**src/rtl/riscv_pkg.sv**
```systemverilog
// RISC-V architectural constants shared by the core.
// Only the virtual address width is needed by the BHT update path.
package riscv;

    localparam int unsigned VLEN = 64;

endpackage

```
**src/rtl/ariane_pkg.sv**
```systemverilog
// Shared core types: BHT update bundle and the BHT update-queue FSM state.
// The queue payload drops the valid bit; the output register carries it.
package ariane_pkg;

    localparam int unsigned BHT_UQ_DEPTH = 4;

    typedef struct packed {
        logic                   valid;
        logic [riscv::VLEN-1:0] pc;
        logic                   taken;
    } bht_update_t;

    typedef struct packed {
        logic [riscv::VLEN-1:0] pc;
        logic                   taken;
    } bht_uq_entry_t;

    typedef enum logic [1:0] {
        RUN,
        DRAIN,
        SWITCH
    } bht_uq_state_e;

endpackage

```
**src/rtl/bht_uq_fifo.sv**
```systemverilog
// Circular FIFO for the BHT update queue; flush empties it in one cycle.
// The caller only pushes when not full or when popping in the same cycle.
module bht_uq_fifo #(
    parameter int unsigned DEPTH = 4,
    parameter type T = logic
) (
    input  logic clk,
    input  logic rst,
    input  logic flush,
    input  logic push,
    input  T     wdata,
    input  logic pop,
    output T     rdata,
    output logic full,
    output logic empty
);

    localparam int unsigned PW = $clog2(DEPTH);

    T               mem [DEPTH];
    logic [PW-1:0]  rd_ptr;
    logic [PW-1:0]  wr_ptr;
    logic [PW:0]    count;

    assign rdata = mem[rd_ptr];
    assign full  = (count == (PW+1)'(DEPTH));
    assign empty = (count == '0);

    always_ff @(posedge clk) begin
        if (push) begin
            mem[wr_ptr] <= wdata;
        end
    end

    always_ff @(posedge clk) begin
        if (rst || flush) begin
            rd_ptr <= '0;
            wr_ptr <= '0;
            count  <= '0;
        end else begin
            if (push) begin
                wr_ptr <= wr_ptr + 1'b1;
            end
            if (pop) begin
                rd_ptr <= rd_ptr + 1'b1;
            end
            unique case ({push, pop})
                2'b10:   count <= count + 1'b1;
                2'b01:   count <= count - 1'b1;
                default: count <= count;
            endcase
        end
    end

endmodule

```
**src/rtl/bht_update_queue.sv**
```systemverilog
// Queues resolved branches into BHT writes and sequences bank switches
// so the old bank receives every queued update before the select flips.
module bht_update_queue
    import ariane_pkg::*;
#(
    parameter int unsigned DEPTH = BHT_UQ_DEPTH,
    parameter int unsigned CNT_W = 16
) (
    input  logic                   clk_i,
    input  logic                   rst_i,
    input  logic                   flush_i,
    input  logic                   debug_mode_i,
    input  logic                   resolve_valid_i,
    input  logic [riscv::VLEN-1:0] resolve_pc_i,
    input  logic                   resolve_taken_i,
    input  logic                   bht_ready_i,
    output bht_update_t            bht_update_o,
    input  logic                   checkpoint_req_i,
    output logic                   checkpoint_mode_o,
    output logic                   switch_busy_o,
    output logic [CNT_W-1:0]       drop_cnt_o
);

    bht_uq_state_e state_q;
    bht_uq_state_e state_d;

    bht_update_t      out_q;
    bht_update_t      out_d;
    logic             mode_q;
    logic [CNT_W-1:0] cnt_q;

    bht_uq_entry_t head;
    bht_uq_entry_t res_entry;
    logic          fifo_full;
    logic          fifo_empty;

    logic live;
    logic eligible;
    logic out_free;
    logic pop;
    logic bypass;
    logic push_req;
    logic push;
    logic drop;

    assign res_entry = '{pc: resolve_pc_i, taken: resolve_taken_i};

    assign live     = resolve_valid_i && !debug_mode_i && !flush_i;
    assign eligible = live && (state_q == RUN);
    assign out_free = !out_q.valid || bht_ready_i;
    assign pop      = out_free && !fifo_empty && !flush_i;
    assign bypass   = out_free && fifo_empty && eligible;
    assign push_req = eligible && !bypass;
    assign push     = push_req && (!fifo_full || pop);
    // Outside RUN every live resolve is refused and therefore counted.
    assign drop     = live && ((state_q != RUN) || (push_req && !push));

    bht_uq_fifo #(
        .DEPTH (DEPTH),
        .T     (bht_uq_entry_t)
    ) i_fifo (
        .clk   (clk_i),
        .rst   (rst_i),
        .flush (flush_i),
        .push  (push),
        .wdata (res_entry),
        .pop   (pop),
        .rdata (head),
        .full  (fifo_full),
        .empty (fifo_empty)
    );

    always_comb begin
        out_d = out_q;
        if (flush_i) begin
            out_d = '0;
        end else if (out_free) begin
            if (pop) begin
                out_d = '{valid: 1'b1, pc: head.pc, taken: head.taken};
            end else if (bypass) begin
                out_d = '{valid: 1'b1, pc: resolve_pc_i,
                          taken: resolve_taken_i};
            end else begin
                out_d = '0;
            end
        end
    end

    always_ff @(posedge clk_i) begin
        if (rst_i) begin
            out_q  <= '0;
            mode_q <= 1'b0;
            cnt_q  <= '0;
        end else begin
            out_q <= out_d;
            if (state_q == SWITCH) begin
                mode_q <= ~mode_q;
            end
            if (drop && (cnt_q != '1)) begin
                cnt_q <= cnt_q + 1'b1;
            end
        end
    end

    always_ff @(posedge clk_i) begin
        if (rst_i) begin
            state_q <= RUN;
        end else begin
            state_q <= state_d;
        end
    end

    always_comb begin
        state_d = state_q;
        unique case (state_q)
            RUN: begin
                if (checkpoint_req_i != mode_q) begin
                    state_d = DRAIN;
                end
            end
            DRAIN: begin
                if (flush_i || (fifo_empty && out_free)) begin
                    state_d = SWITCH;
                end
            end
            SWITCH:  state_d = RUN;
            default: state_d = RUN;
        endcase
    end

    always_comb begin
        switch_busy_o     = (state_q != RUN);
        checkpoint_mode_o = mode_q;
        bht_update_o      = out_q;
        drop_cnt_o        = cnt_q;
    end

endmodule

```
**config.mk**
```make
export PLATFORM = sky130hd
export DESIGN_NAME = bht_update_queue
export DESIGN_NICKNAME = d
export VERILOG_FILES = /design/src/rtl/riscv_pkg.sv /design/src/rtl/ariane_pkg.sv /design/src/rtl/bht_uq_fifo.sv /design/src/rtl/bht_update_queue.sv
export SDC_FILE = /design/constraint.sdc
export NUM_CORES = 1
export LEC_CHECK = 0
export ABC_AREA = 0
export CAP_MARGIN = 25
export CORE_UTILIZATION = 45
export DETAILED_ROUTE_END_ITERATION = 16
export PLACE_DENSITY = 0.66
export SLEW_MARGIN = 10
export SYNTH_ARGS = -nofsm -noshare
export SYNTH_HDL_FRONTEND = slang
export SYNTH_HIERARCHICAL = 1
export SYNTH_SLANG_ARGS = --single-unit
```
**constraint.sdc**
```tcl
create_clock -name clk_i -period 4.48 [get_ports clk_i]
set_input_delay 1.344 -clock clk_i [delete_from_list [all_inputs] [get_ports clk_i]]
set_output_delay 1.344 -clock clk_i [all_outputs]
set_load 0.005 [all_outputs]
```
# Word-level counts from Yosys, hierarchy flattened
# Memories as Yosys holds them, arrays and structs flattened. A register that Yosys moved wholly into a read port is not among the register bits.
# Cells that the tools add are included.
# classes
muxes,10
eq_ne,9
n_bitwise,1
addsub,5
reduce_logical,30
# op_table
cell,n
66-bit two-way mux,2
"16-bit by 1-bit adder with 16-bit output, second input constant",1
"16-bit inequality test, second input constant",1
1-bit logical AND,12
2-bit two-way mux,4
1-bit zero test,7
3-bit case mux with 2 select lines,1
1-bit logical OR,5
"2-bit by 1-bit adder with 2-bit output, second input constant",2
"2-bit by 1-bit == test with 1-bit output, second input constant",2
"2-bit == test, second input constant",2
2-bit case mux with 2 select lines,1
2-bit nonzero test,2
"3-bit by 1-bit adder with 3-bit output, second input constant",1
"3-bit == test, second input constant",1
3-bit zero test,1
"3-bit by 1-bit subtractor with 3-bit output, second input constant",1
2-bit zero test,1
1-bit two-way mux,2
"2-bit by 1-bit inequality test with 1-bit output, second input constant",1
"2-bit inequality test, second input constant",1
2-bit AND reduction,1
2-bit OR reduction,1
1-bit inequality test,1
1-bit inverter,1
# totals
output_inout_bits,84
memories,1
input_bits,72
ff_bits,92
elab_cells,65
mem_bits_rw,260
# memory_table
name,depth,width,rd,rd_clocked_by_memory_dff,write_ports,line,source
i_fifo.mem,4,65,1,1,1,bht_uq_fifo.sv:20,T mem [DEPTH];

# Longest topological paths before layout
# Gate-level depths: netlist of the first run.
# depth
word_depth,13
mapped_depth,11

# Hierarchy
# The synthesis of the first run kept the hierarchy.
# by_module_without_submodules
module,n_inst,area_each_um2,cells_per_inst
bht_uq_fifo,1,9864.5,387
bht_update_queue,1,3513.4,370

# Worst setup path before layout of the first run
# Ideal clock, no wire load.
# synth_timing
path_kind,in2reg
startpoint,input port flush_i
endpoint,"memory i_fifo/mem[0][0] (netlist bit), enable pin"
path_stages,4
required_time_ns,4.050
setup_ns,0.430
path_buffers,0
arrival_time_ns,3.694
path_slack_ns,0.357
cell_sequence,or3b_4 nor2_1 and3_1 and2_1
# synth_between
elab_chain_cells,9
# synth_rtl
element,line,source
"start, declared",bht_update_queue.sv:11,"input logic flush_i,"
1-bit zero test *,"bht_update_queue.sv:48, bht_update_queue.sv:51",
1-bit logical AND,bht_update_queue.sv:48,assign live = resolve_valid_i && !debug_mode_i && !flush_i;
1-bit logical AND,bht_update_queue.sv:49,assign eligible = live && (state_q == RUN);
1-bit logical AND,bht_update_queue.sv:52,assign bypass = out_free && fifo_empty && eligible;
1-bit zero test,bht_update_queue.sv:53,assign push_req = eligible && !bypass;
1-bit logical AND,bht_update_queue.sv:53,
1-bit logical AND *,bht_update_queue.sv:54,assign push = push_req && (!fifo_full || pop);
via push,bht_update_queue.sv:43,logic push;
1-bit two-way mux *,bht_uq_fifo.sv:30,if (push) begin
1-bit two-way mux (not written as such) *,bht_uq_fifo.sv:31,mem[wr_ptr] <= wdata;
"end, declared",bht_uq_fifo.sv:20,
# Mark *: on every way through the listed nets, which the timed path passes. The rest lies on a longest branch.

# Final worst setup path of the first run
# layout_timing
startpoint,input port flush_i
endpoint,register i_fifo.count[2]
# layout_between
elab_chain_cells,9
# layout_rtl
element,line,source
1-bit zero test *,"bht_update_queue.sv:48, bht_update_queue.sv:51",
1-bit logical AND,bht_update_queue.sv:48,
1-bit logical AND,bht_update_queue.sv:49,
1-bit logical AND,bht_update_queue.sv:52,
1-bit zero test,bht_update_queue.sv:53,
1-bit logical AND,bht_update_queue.sv:53,
1-bit logical AND *,bht_update_queue.sv:54,
via push,bht_update_queue.sv:43,
2-bit by 1-bit == test with 1-bit output or 2-bit == test (tied branches),bht_uq_fifo.sv:47,"unique case ({push, pop})"
3-bit case mux with 2 select lines or 2-bit nonzero test (tied branches),-,
"end signal, assigned",bht_uq_fifo.sv:48,2'b10: count <= count + 1'b1;
"end signal, assigned",bht_uq_fifo.sv:49,2'b01: count <= count - 1'b1;
"end signal, assigned",bht_uq_fifo.sv:50,default: count <= count;
"end, declared",bht_uq_fifo.sv:23,logic [PW:0] count;
# Marked as above.
# A chain may end at the register's enable or synchronous reset.

==> reports/qor.csv, run 1 <==
stage;metric;value;unit
layout;Layout Cells excl Fill;1342;
clocking;cts bufs inserted;37;
clocking;clock latency on the worst-skew pair;0.51;ns
layout;area delta synth->final;24.7;%
worst_setup_path;RR Startpoint;i_fifo/count[1];
routing;Via Count;7621;
worst_setup_path;Max FO, Critical Path;7;
layout;layout cell share with drive strength beyond 1;17.2;%
power;worst vdd rail ir drop;0.000276;V
layout;commonest non-fill, non-tap cell in the layout;edfxtp_1;
clocking;clk slew on worst S/H paths;0.06;ns
placement;gpl congestion;0.736;
synth;FF+latch count, synth;354;
floorplan;Starting Density;46.1;%
floorplan;Die X;174;um
grt;initial antenna violation count;0;
routing;final antenna-violating net count;0;
worst_setup_path;CP required;4.91;ns
power;power per standard cell area;406;mW/mm^2
clocking;Sink Count;354;
sta;max-slew violations;0;
grt;largest net degree at the start of global routing;66;
grt;GR Layer Usage met1;27.1;%
hold_path;worst min-delay path class;reg2reg;
sta;# setup viols final;0;
routing;Routed WL;29000;um
worst_setup_path;CP Capture Type;register;
worst_setup_path;CP startpoint kind;input pin;
layout;Final #Nets;1009;
grt;layer with the highest usage;met2;
run_status;status;complete, no violations;
routing;drt pass-1 iters;7;
grt;met3 usage;3.06;%
clocking;CTS Buffer Depth;3;
synth;Avg Cell Area, Syn;17.7;um^2
placement;port bufs;155;
grt;first-pass GRT wire length;45100;um
layout;n_diodes;0;
floorplan;Core Region;0.0290;mm^2
clocking;cts hold-fix bufs;0;
synth;Mapped Nets;836;
clocking;CTS tree;built;
synth;synthesized cell area;0.0134;mm^2
synth;yosys warns;6;
clocking;CTS Root Cell;clkbuf_16;
synth;Post-synth top flop;edfxtp_1;
synth;Synth cell types;47;
floorplan;Chip Height;174;um
grt;vias in the first global route;7724;
floorplan;row cnt;62;
worst_setup_path;CP arrival;3.94;ns
flow_run;Max-cap violations;0;
power;Lkg Pwr;5.27;nW
clocking;post-cts resize count;0;
synth;Async SR Flop Fraction;0;%
sta;RSZ-0062 raised after global routing;no;
routing;post-DR wirelength/cell;21.6;um
clocking;Post CTS Setup Buffer Count;0;
sta;Tightest Pin Transition;0.896;ns
hold_path;hold wc startpoint;state_q[1];
sta;Final Skew;0.0143;ns
sta;fin crit share;78.3;%
floorplan;I/O pin count;156;
sta;slew margin rel.;40.3;%
synth;post-synthesis sequential area ratio;72.4;%
grt;total congestion overflow;0;
clocking;H-tree depth;2;
placement;dpl hpwl;17000;um
worst_setup_path;critical path class;in2reg;
sta;minimum clock period;3.51;ns
placement;Post-Place Cells;1274;
grt;met2 Use GR;31.5;%
floorplan;Die ar.;0.0304;mm^2
worst_setup_path;Worst Setup SP;flush_i;
grt;GRT Total Usage;19.3;%
routing;Via density;5.68;
layout;most frequent cells in the layout;edfxtp_1 (260), clkdlybuf4s50_1 (155), dfxtp_1 (92), nor2_1 (84), mux4_2 (65);
sta;Hold Vio Cnt, Final;0;
synth;Post-synth EDFFs;260;
routing;drt drc;0;
routing;DRT iter0 DRCs;846;
sta;setup TNS;0;ns
synth;Synth Instances;757;
sta;Fmax achieved;285;MHz
-- through the flow --
step | utilization [%] | power, mW | setup slack, ns | instance area [um^2] | hold WS (ns)
finish | 57.5 | 6.76 | 0.973 | 16700 | 0.474
global route | 57.5 | 6.98 | 0.837 | 16700 | 0.488
CTS | 57.4 | 6.84 | 0.980 | 16700 | 0.470
detailed placement | 53.2 | 3.78 | 0.461 | 15400 | 0.461
global placement | 53.2 | 3.78 | 0.502 | 15400 | 0.453
floorplan | - | 3.64 | 0.357 | 13400 | 0.439
-- where the power goes --
group	leakage, nW	internal, mW	switching, mW
Combinational	1.58	0.0889	0.0947
Sequential	3.10	3.52	0.00683
Clock	0.598	1.86	1.20
Total	5.27	5.47	1.30
-- critical path: stages --
cell and delay [ns]:
clkdlybuf4s50_1 0.54, or3b_4 0.49, nor2_1 0.15, and3_1 0.35
inv_1 0.08, ha_1 0.22, inv_1 0.07, fa_1 0.17
xor2_1 0.07, or3_1 0.31, a21oi_1 0.14
-- flip-flops by register name, summed over array words and instances (netlist names), named ones only --
name,flops
i_fifo/count,3
i_fifo/mem,260
i_fifo/wr_ptr,2
i_fifo/rd_ptr,2
drop_cnt_o,16
state_q,2
checkpoint_mode_o,1
bht_update_o,66
-- cell type report --
| class | instances | area (um^2) |
|---|---|---|
| Fill cell | 2231 | 12300 |
| Sequential cell | 354 | 9700 |
| Clock inverter | 20 | 223 |
| Timing Repair Buffer | 182 | 1850 |
| Multi-Input combinational cell | 344 | 3390 |
| Tap cell | 384 | 480 |
| Inverter | 11 | 41.3 |
| Clock buffer | 47 | 993 |
-- cell usage after synthesis (4+ instances only) --
cell | count | area share (%)
mux4_2 | 65 | 11
a222oi_1 | 52 | 3.9
inv_1 | 11 | 0.31
buf_12 | 5 | 0.75
nand4_1 | 4 | 0.19
edfxtp_1 | 260 | 58
a21oi_1 | 11 | 0.41
or4_1 | 4 | 0.22
or3_1 | 4 | 0.19
xnor2_1 | 4 | 0.26
nor2b_1 | 9 | 0.42
and2_1 | 5 | 0.23
mux2_2 | 7 | 0.59
nor2_1 | 85 | 2.4
nand3_1 | 7 | 0.26
mux2i_1 | 14 | 1.0
clkbuf_1 | 29 | 0.81
ha_1 | 6 | 0.56
nand2_1 | 8 | 0.22
nor4_1 | 9 | 0.42
dfxtp_1 | 94 | 14
buf_2 | 11 | 0.41
o21ai_0 | 6 | 0.22
a211oi_1 | 13 | 0.73
-- cells by family (layout without fill, tap and decap cells) --
| logic type | after synthesis | count (layout) | share of synthesized area, % |
|---|---|---|---|
| adder cells (fa/ha/maj) | 7 | 7 | 0.711 |
| multiplexers | 86 | 86 | 12.6 |
| buffers and inverters | 59 | 260 | 2.45 |
| XOR/XNOR | 7 | 7 | 0.458 |
| AO/OA/AOI/OAI | 93 | 93 | 5.92 |
| flip-flops | 354 | 354 | 72.4 |
| AND/OR/NAND/NOR | 151 | 151 | 5.45 |
-- final timing paths --
kind	cells past startpoint	endpoint	slack, ns
max	11	i_fifo/count[2]	0.97
max reg2reg	10	i_fifo/count[2]	1.77
min	1	state_q[1]	0.47
min reg2reg	1	state_q[1]	0.47
-- metal layers --
layer	share of wire (%)	vias up	wire, um
met5	0	-	0
met4	1.6	0	461
met3	5.4	34	1570
met2	49	254	14100
met1	44	3883	12800
li1	-	3450	-
(Power assumes the default switching activity.)
==> run 2: changes to the inputs <==
--- a/config.mk
+++ b/config.mk
@@ -9,7 +9,7 @@
 export CAP_MARGIN = 25
 export CORE_UTILIZATION = 45
 export DETAILED_ROUTE_END_ITERATION = 16
-export PLACE_DENSITY = 0.66
+export PLACE_DENSITY = 0.69
 export SLEW_MARGIN = 10
 export SYNTH_ARGS = -nofsm -noshare
 export SYNTH_HDL_FRONTEND = slang
==> constraint.sdc (replaced) <==
create_clock -name clk_i -period 3.2 [get_ports clk_i]
set_input_delay 0.96 -clock clk_i [delete_from_list [all_inputs] [get_ports clk_i]]
set_output_delay 0.96 -clock clk_i [all_outputs]
set_load 0.005 [all_outputs]
==> run 2 against run 1 <==
Compared with the run above: die area did not move; critical path depth did not move; sequential power rose by 40%; clock skew fell by 0.0043 ns; clock-buffer cell count rose by 10; sequential share of layout area fell by 0.96 points; critical endpoint unchanged; highest routed layer unchanged.
==> reports/qor.csv, run 2 (synthesis gave the netlist of run 1 again) <==
stage;metric;value;unit;change
run_status;status;complete, no violations;;unchanged
clocking;Sink Count;354;;unchanged
floorplan;Core Region;0.0290;mm^2;unchanged
floorplan;Die X;174;um;unchanged
routing;Via density;5.65;;was 5.68
clocking;CTS tree;built;;unchanged
grt;largest net degree at the start of global routing;55;;was 66
sta;minimum clock period;2.71;ns;
power;worst vdd rail ir drop;0.000438;V;was 0.000276 V
routing;Via Count;7695;;was 7621
power;Tot Pwr;9.43;mW;was 6.76 mW
layout;area delta synth->final;26.8;%;was 24.7%
sta;fin crit share;84.8;%;
layout;# fillers;2227;;was 2231
placement;port bufs;155;;unchanged
worst_setup_path;Max FO, Critical Path;3;;was 7
routing;met2 wire length;14100;um;about the same
clocking;clk slew on worst S/H paths;0.06;ns;about the same
floorplan;row cnt;62;;unchanged
layout;Largest register FFs;260;;unchanged
routing;drt pass-1 iters;9;;was 7
power;Net Switching;1.80;mW;was 1.30 mW
worst_setup_path;r2r endpoint;i_fifo/count[2];;unchanged
sta;Final Skew;0.00997;ns;was 0.0143 ns
clocking;CTS Root Cell;clkbuf_16;;unchanged
routing;final antenna-violating net count;0;;unchanged
grt;first-pass GRT wire length;43900;um;was 45100 um
layout;layout cell share with drive strength beyond 1;18.4;%;was 17.2%
grt;total congestion overflow;0;;unchanged
sta;max-slew violations;0;;unchanged
routing;Routed WL;28400;um;was 29000 um
sta;RSZ-0062 raised after global routing;no;;unchanged
sta;Fmax achieved;369;MHz;
power;Sw Share;19.1;%;was 19.2%
routing;DRT iter0 DRCs;887;;was 846
clocking;H-tree depth;2;;unchanged
grt;GRT Total Usage;18.9;%;was 19.3%
layout;most frequent cells in the layout;edfxtp_1 (260), clkdlybuf4s50_1 (155), dfxtp_1 (92), nor2_1 (85), mux4_2 (65);;was edfxtp_1 (260), clkdlybuf4s50_1 (155), dfxtp_1 (92), nor2_1 (84), mux4_2 (65)
worst_setup_path;CP Capture Type;register;;unchanged
power;Clk pwr share;44.9;%;was 45.2%
floorplan;Chip Height;174;um;unchanged
routing;drt drc;0;;unchanged
hold_path;worst min-delay path class;reg2reg;;unchanged
sta;Hold Vio Cnt, Final;0;;unchanged
routing;post-DR wirelength/cell;20.9;um;was 21.6 um
worst_setup_path;CP required;3.64;ns;was 4.91 ns
layout;fin util;58.5;%;was 57.5%
hold_path;Hold Crit Depth;1;;unchanged
floorplan;I/O pin count;156;;unchanged
clocking;cts bufs inserted;37;;unchanged
placement;gpl congestion;0.740;;was 0.736
power;Comb power frac;2.8;%;was 2.7%
flow_run;Max-cap violations;0;;unchanged
worst_setup_path;Reg2Reg Depth;11;;was 10
floorplan;Die ar.;0.0304;mm^2;unchanged
clocking;Post CTS Setup Buffer Count;0;;unchanged
grt;initial antenna violation count;1;;was 0
power;Int Power;7.63;mW;was 5.47 mW
floorplan;Starting Density;46.1;%;unchanged
worst_setup_path;CP startpoint kind;input pin;;unchanged
clocking;clock latency on the worst-skew pair;0.51;ns;about the same
power;power per standard cell area;556;mW/mm^2;was 406 mW/mm^2
sta;Tightest Pin Transition;0.780;ns;was 0.896 ns
placement;dpl hpwl;17100;um;was 17000 um
worst_setup_path;CP arrival;3.15;ns;was 3.94 ns
sta;slew margin rel.;48.0;%;was 40.3%
power;Reg power frac;52.3;%;was 52.1%
clocking;post-cts resize count;0;;unchanged
routing;Metal-1 WL;11900;um;was 12800 um
clocking;cts hold-fix bufs;0;;unchanged
hold_path;hold wc startpoint;state_q[1];;unchanged
hold_path;Hold Path Sink;state_q[0];;was state_q[1]
layout;Top reg by flops;i_fifo/mem;;unchanged
sta;# setup viols final;0;;unchanged
layout;commonest non-fill, non-tap cell in the layout;edfxtp_1;;unchanged
worst_setup_path;RR Startpoint;i_fifo/count[1];;unchanged
power;Lkg Pwr;5.39;nW;was 5.27 nW
routing;WL met3;1870;um;was 1570 um
worst_setup_path;Register-to-Register Setup Slack;0.98;ns;was 1.77 ns
routing;top layer used by detailed routing;met4;;unchanged
layout;Final #Nets;1027;;was 1009
grt;vias in the first global route;7850;;was 7724
clocking;CTS Buffer Depth;3;;unchanged
worst_setup_path;critical path class;in2reg;;unchanged
run 2: worst max path at each step:
stage	startpoint	endpoint	slack (ns)	depth (start not counted)
floorplan	bht_ready_i	i_fifo/count[2]	0.1	10
global placement	bht_ready_i	i_fifo/count[2]	0.004	11
detailed placement	resolve_valid_i	i_fifo/count[2]	-0.01	11
CTS	bht_ready_i	i_fifo/count[2]	0.51	11
global route	bht_ready_i	i_fifo/count[2]	0.36	11
finish	bht_ready_i	i_fifo/count[2]	0.49	11
run 2: cell type report:
type                       count  area, um^2  share of cell area (%)
tap                          384         480                    2.83
clock buffer                  57        1080                    6.39
inverter                      11        41.3                   0.243
timing repair buffer         200        2130                    12.5
multi-input combinational    344        3400                    20.0
sequential                   354        9700                    57.2
clock inverter                11         129                   0.760
antenna                        1        2.50                  0.0148
run 2: metrics by stage:
step / TNS, ns / instance area [um^2] / hold WS (ns) / instances / setup WS [ns]
after floorplan: 0 / 13400 / 0.439 / 757 / 0.0986
after global placement: 0 / 15700 / 0.455 / 1292 / 0.00368
after detailed placement: -0.00974 / 15700 / 0.462 / 1292 / -0.00974
after CTS: 0 / 16900 / 0.472 / 1360 / 0.512
after global routing: 0 / 17000 / 0.489 / 1362 / 0.360
final: 0 / 17000 / 0.469 / 1362 / 0.488
run 2: power by group through the flow:
stage               Sequential, mW  Clock (mW)  Combinational [mW]
finish                        4.94        4.23               0.264
global placement              5.03           0               0.257
CTS                           4.94        4.32               0.264
detailed placement            5.03           0               0.262
floorplan                     5.04           0              0.0640
global route                  4.93        4.50               0.283
run 2: routing by layer:
| metal | vias up | global-route usage [%] |
|---|---|---|
| met2 | 271 | 31.5 |
| met1 | 3916 | 25.6 |
| met5 | - | 0 |
| li1 | 3473 | - |
| met4 | 0 | 5.63 |
| met3 | 35 | 3.24 |
run 2: worst max-delay path, cell delays in order:
cell and delay, ns:
clkdlybuf4s50_1 0.56, nand2b_1 0.15, nand2_1 0.07, and3_1 0.17, inv_1 0.06, ha_1 0.16
inv_1 0.06, fa_1 0.37, xor2_1 0.16, or3_1 0.31, a21oi_1 0.13
==> run 3: changes to the inputs <==
--- a/config.mk
+++ b/config.mk
@@ -9,7 +9,7 @@
 export CAP_MARGIN = 25
 export CORE_UTILIZATION = 45
 export DETAILED_ROUTE_END_ITERATION = 16
-export PLACE_DENSITY = 0.69
+export PLACE_DENSITY = 0.66
 export SLEW_MARGIN = 10
 export SYNTH_ARGS = -nofsm -noshare
 export SYNTH_HDL_FRONTEND = slang
==> constraint.sdc (replaced) <==
create_clock -name clk_i -period 2.5 [get_ports clk_i]
set_input_delay 0.75 -clock clk_i [delete_from_list [all_inputs] [get_ports clk_i]]
set_output_delay 0.75 -clock clk_i [all_outputs]
set_load 0.005 [all_outputs]
==> run 3 against run 2 <==
Compared with the run above: clock skew is 0.012 ns higher; wire length is 2.5% higher; clock-buffer cell count is 9 lower; register-to-register slack worse by 0.64 ns; final cell count is 0.59% higher; sequential share of layout area is 0.59 points lower.
==> reports/qor.csv, run 3 (synthesis gave the netlist of run 1 again) <==
stage;metric;value;unit;change
sta;slew margin rel.;48.2;%;was 48.0%
routing;post-DR wirelength/cell;21.3;um;was 20.9 um
routing;drt drc;0;;unchanged
worst_setup_path;CP Capture Type;output port;;was register
worst_setup_path;RR Startpoint;i_fifo/count[0];;was i_fifo/count[1]
routing;final antenna-violating net count;0;;unchanged
hold_path;worst min-delay path class;reg2reg;;unchanged
run_status;status;complete, no violations;;unchanged
routing;DRT iter0 DRCs;916;;was 887
routing;drt pass-1 iters;8;;was 9
worst_setup_path;worst path cell trace;nor2_2 -> inv_1 -> clkdlybuf4s50_1;;was clkdlybuf4s50_1 -> nand2b_1 -> nand2_1 -> and3_1 -> inv_1 -> ha_1 -> inv_1 -> fa_1 -> xor2_1 -> or3_1 -> a21oi_1
clocking;clock latency on the worst-skew pair;0.52;ns;was 0.51 ns
clocking;Sink Count;354;;unchanged
sta;setup TNS;0;ns;unchanged
worst_setup_path;Top delay family on crit path;buffers and inverters;;was simple AND/OR/NAND/NOR gates
flow_run;Max-cap violations;0;;unchanged
layout;fin util;59.1;%;was 58.5%
placement;pre-CTS setup slack;-0.466;ns;was -0.00974 ns
clocking;CTS tree;built;;unchanged
placement;gpl congestion;0.782;;was 0.740
worst_setup_path;CP startpoint kind;register;;was input pin
layout;Layout Cells excl Fill;1370;;was 1362
power;worst vdd rail ir drop;0.000622;V;was 0.000438 V
floorplan;Core Region;0.0290;mm^2;unchanged
sta;Fmax achieved;412;MHz;
grt;first-pass GRT wire length;45600;um;was 43900 um
clocking;CTS Root Cell;clkbuf_16;;unchanged
grt;total congestion overflow;0;;unchanged
worst_setup_path;Buf/Inv on CP;2;;was 3
clocking;cts bufs inserted;37;;unchanged
layout;most frequent cells in the layout;edfxtp_1 (260), clkdlybuf4s50_1 (154), dfxtp_1 (92), nor2_1 (83), mux4_2 (65);;was edfxtp_1 (260), clkdlybuf4s50_1 (155), dfxtp_1 (92), nor2_1 (85), mux4_2 (65)
placement;port bufs;155;;unchanged
grt;initial antenna violation count;1;;unchanged
worst_setup_path;Worst path max stage delay;0.53;ns;was 0.56 ns
floorplan;row cnt;62;;unchanged
grt;vias in the first global route;7731;;was 7850
sta;minimum clock period;2.43;ns;
routing;Via density;5.64;;was 5.65
worst_setup_path;CP arrival;1.68;ns;was 3.15 ns
worst_setup_path;Worst Setup SP;state_q[0];;was bht_ready_i
routing;Routed WL;29100;um;was 28400 um
sta;PnR worst setup slack;0.0743;ns;was 0.488 ns
floorplan;Chip Height;174;um;unchanged
layout;Top reg by flops;i_fifo/mem;;unchanged
sta;# setup viols final;0;;unchanged
hold_path;hold wc startpoint;state_q[1];;unchanged
power;power per standard cell area;711;mW/mm^2;was 556 mW/mm^2
grt;GRT Total Usage;19.7;%;was 18.9%
layout;Largest register FFs;260;;unchanged
clocking;cts hold-fix bufs;0;;unchanged
layout;commonest non-fill, non-tap cell in the layout;edfxtp_1;;unchanged
worst_setup_path;Max FO, Critical Path;5;;was 3
worst_setup_path;critical path class;reg2out;;was in2reg
floorplan;I/O pin count;156;;unchanged
sta;fin crit share;97.0;%;
layout;Final #Nets;1036;;was 1027
sta;max-slew violations;0;;unchanged
sta;Tightest Pin Transition;0.777;ns;was 0.780 ns
power;Lkg Pwr;5.48;nW;was 5.39 nW
clocking;H-tree depth;2;;unchanged
placement;Post-Place Cells;1302;;was 1292
layout;area delta synth->final;28.1;%;was 26.8%
placement;dpl hpwl;17800;um;was 17100 um
grt;largest net degree at the start of global routing;55;;unchanged
worst_setup_path;Worst path slowest cell;clkdlybuf4s50_1;;unchanged
floorplan;Die ar.;0.0304;mm^2;unchanged
sta;Hold Vio Cnt, Final;0;;unchanged
power;Tot Pwr;12.2;mW;was 9.43 mW
floorplan;Die X;174;um;unchanged
floorplan;Starting Density;46.1;%;unchanged
clocking;clk slew on worst S/H paths;0.06;ns;about the same
worst_setup_path;CP required;1.75;ns;was 3.64 ns
clocking;CTS Buffer Depth;3;;unchanged
sta;RSZ-0062 raised after global routing;no;;unchanged
layout;layout cell share with drive strength beyond 1;20.6;%;was 18.4%
sta;Final Skew;0.0224;ns;was 0.00997 ns
routing;Via Count;7728;;was 7695
[run 3: changes by cell type in the layout (fill, tap and decap cells not counted), sizes merged]
cell	previous run	this run
dlymetal6s2s	0	1
clkinvlp	0	1
bufinv	3	4
buf	45	54
inv	12	11
clkbuf	57	48
clkdlybuf4s50	155	154
clkinv	7	14
[run 3: path summary, 6_finish.rpt]
path                           to  slack, ns  cells after the start
setup reg to reg  i_fifo/count[2]       0.34                     11
hold / removal         state_q[0]       0.50                      1
hold reg to reg        state_q[0]       0.50                      1
setup / recovery    switch_busy_o       0.07                      3
[run 3: area by class of cell]
cell class                      instances  area (um^2)
Antenna cell                            1         2.50
Clock buffer                           48         1040
Clock inverter                         19          205
Fill cell                            2204        11900
Inverter                               11         41.3
Multi-Input combinational cell        344         3420
Sequential cell                       354         9700
Tap cell                              384          480
Timing Repair Buffer                  209         2250
[run 3: routing by layer]
metal / track usage [%] / up-vias / routed length (um)
met2: 31.3 / 276 / 14100
met4: 5.37 / 0 / 470
met3: 3.70 / 42 / 2050
met1: 27.8 / 3913 / 12600
li1: - / 3497 / -
met5: 0 / - / 0
[run 3: metrics by stage]
stage / hold slack (ns) / cell area (um^2)
finish: 0.495 / 17100
global route: 0.522 / 17100
CTS: 0.485 / 17100
detailed placement: 0.468 / 15900
global placement: 0.455 / 15900
floorplan: 0.439 / 13400
[run 3: repair_timing]
item	in CTS	in global routing
setup endpoints to repair	0	5
resized for setup	0	3
setup buffers	0	0
[run 3: where the power goes]
part,switching [mW],total [mW],internal (mW)
clock network,2.17,5.52,3.35
logic,0.172,0.350,0.178
registers,0.0128,6.32,6.31
total,2.35,12.2,9.83
[run 3: worst reg2reg max path, cell delays in order, from the launching register on]
cell and delay (ns):
dfxtp_1 0.33, inv_1 0.10, and3_1 0.20, o21ai_0 0.09, and3_4 0.19, inv_1 0.09, ha_4 0.14, inv_1 0.05
fa_2 0.33, xor2_1 0.15, or3_1 0.31, a21oi_1 0.12
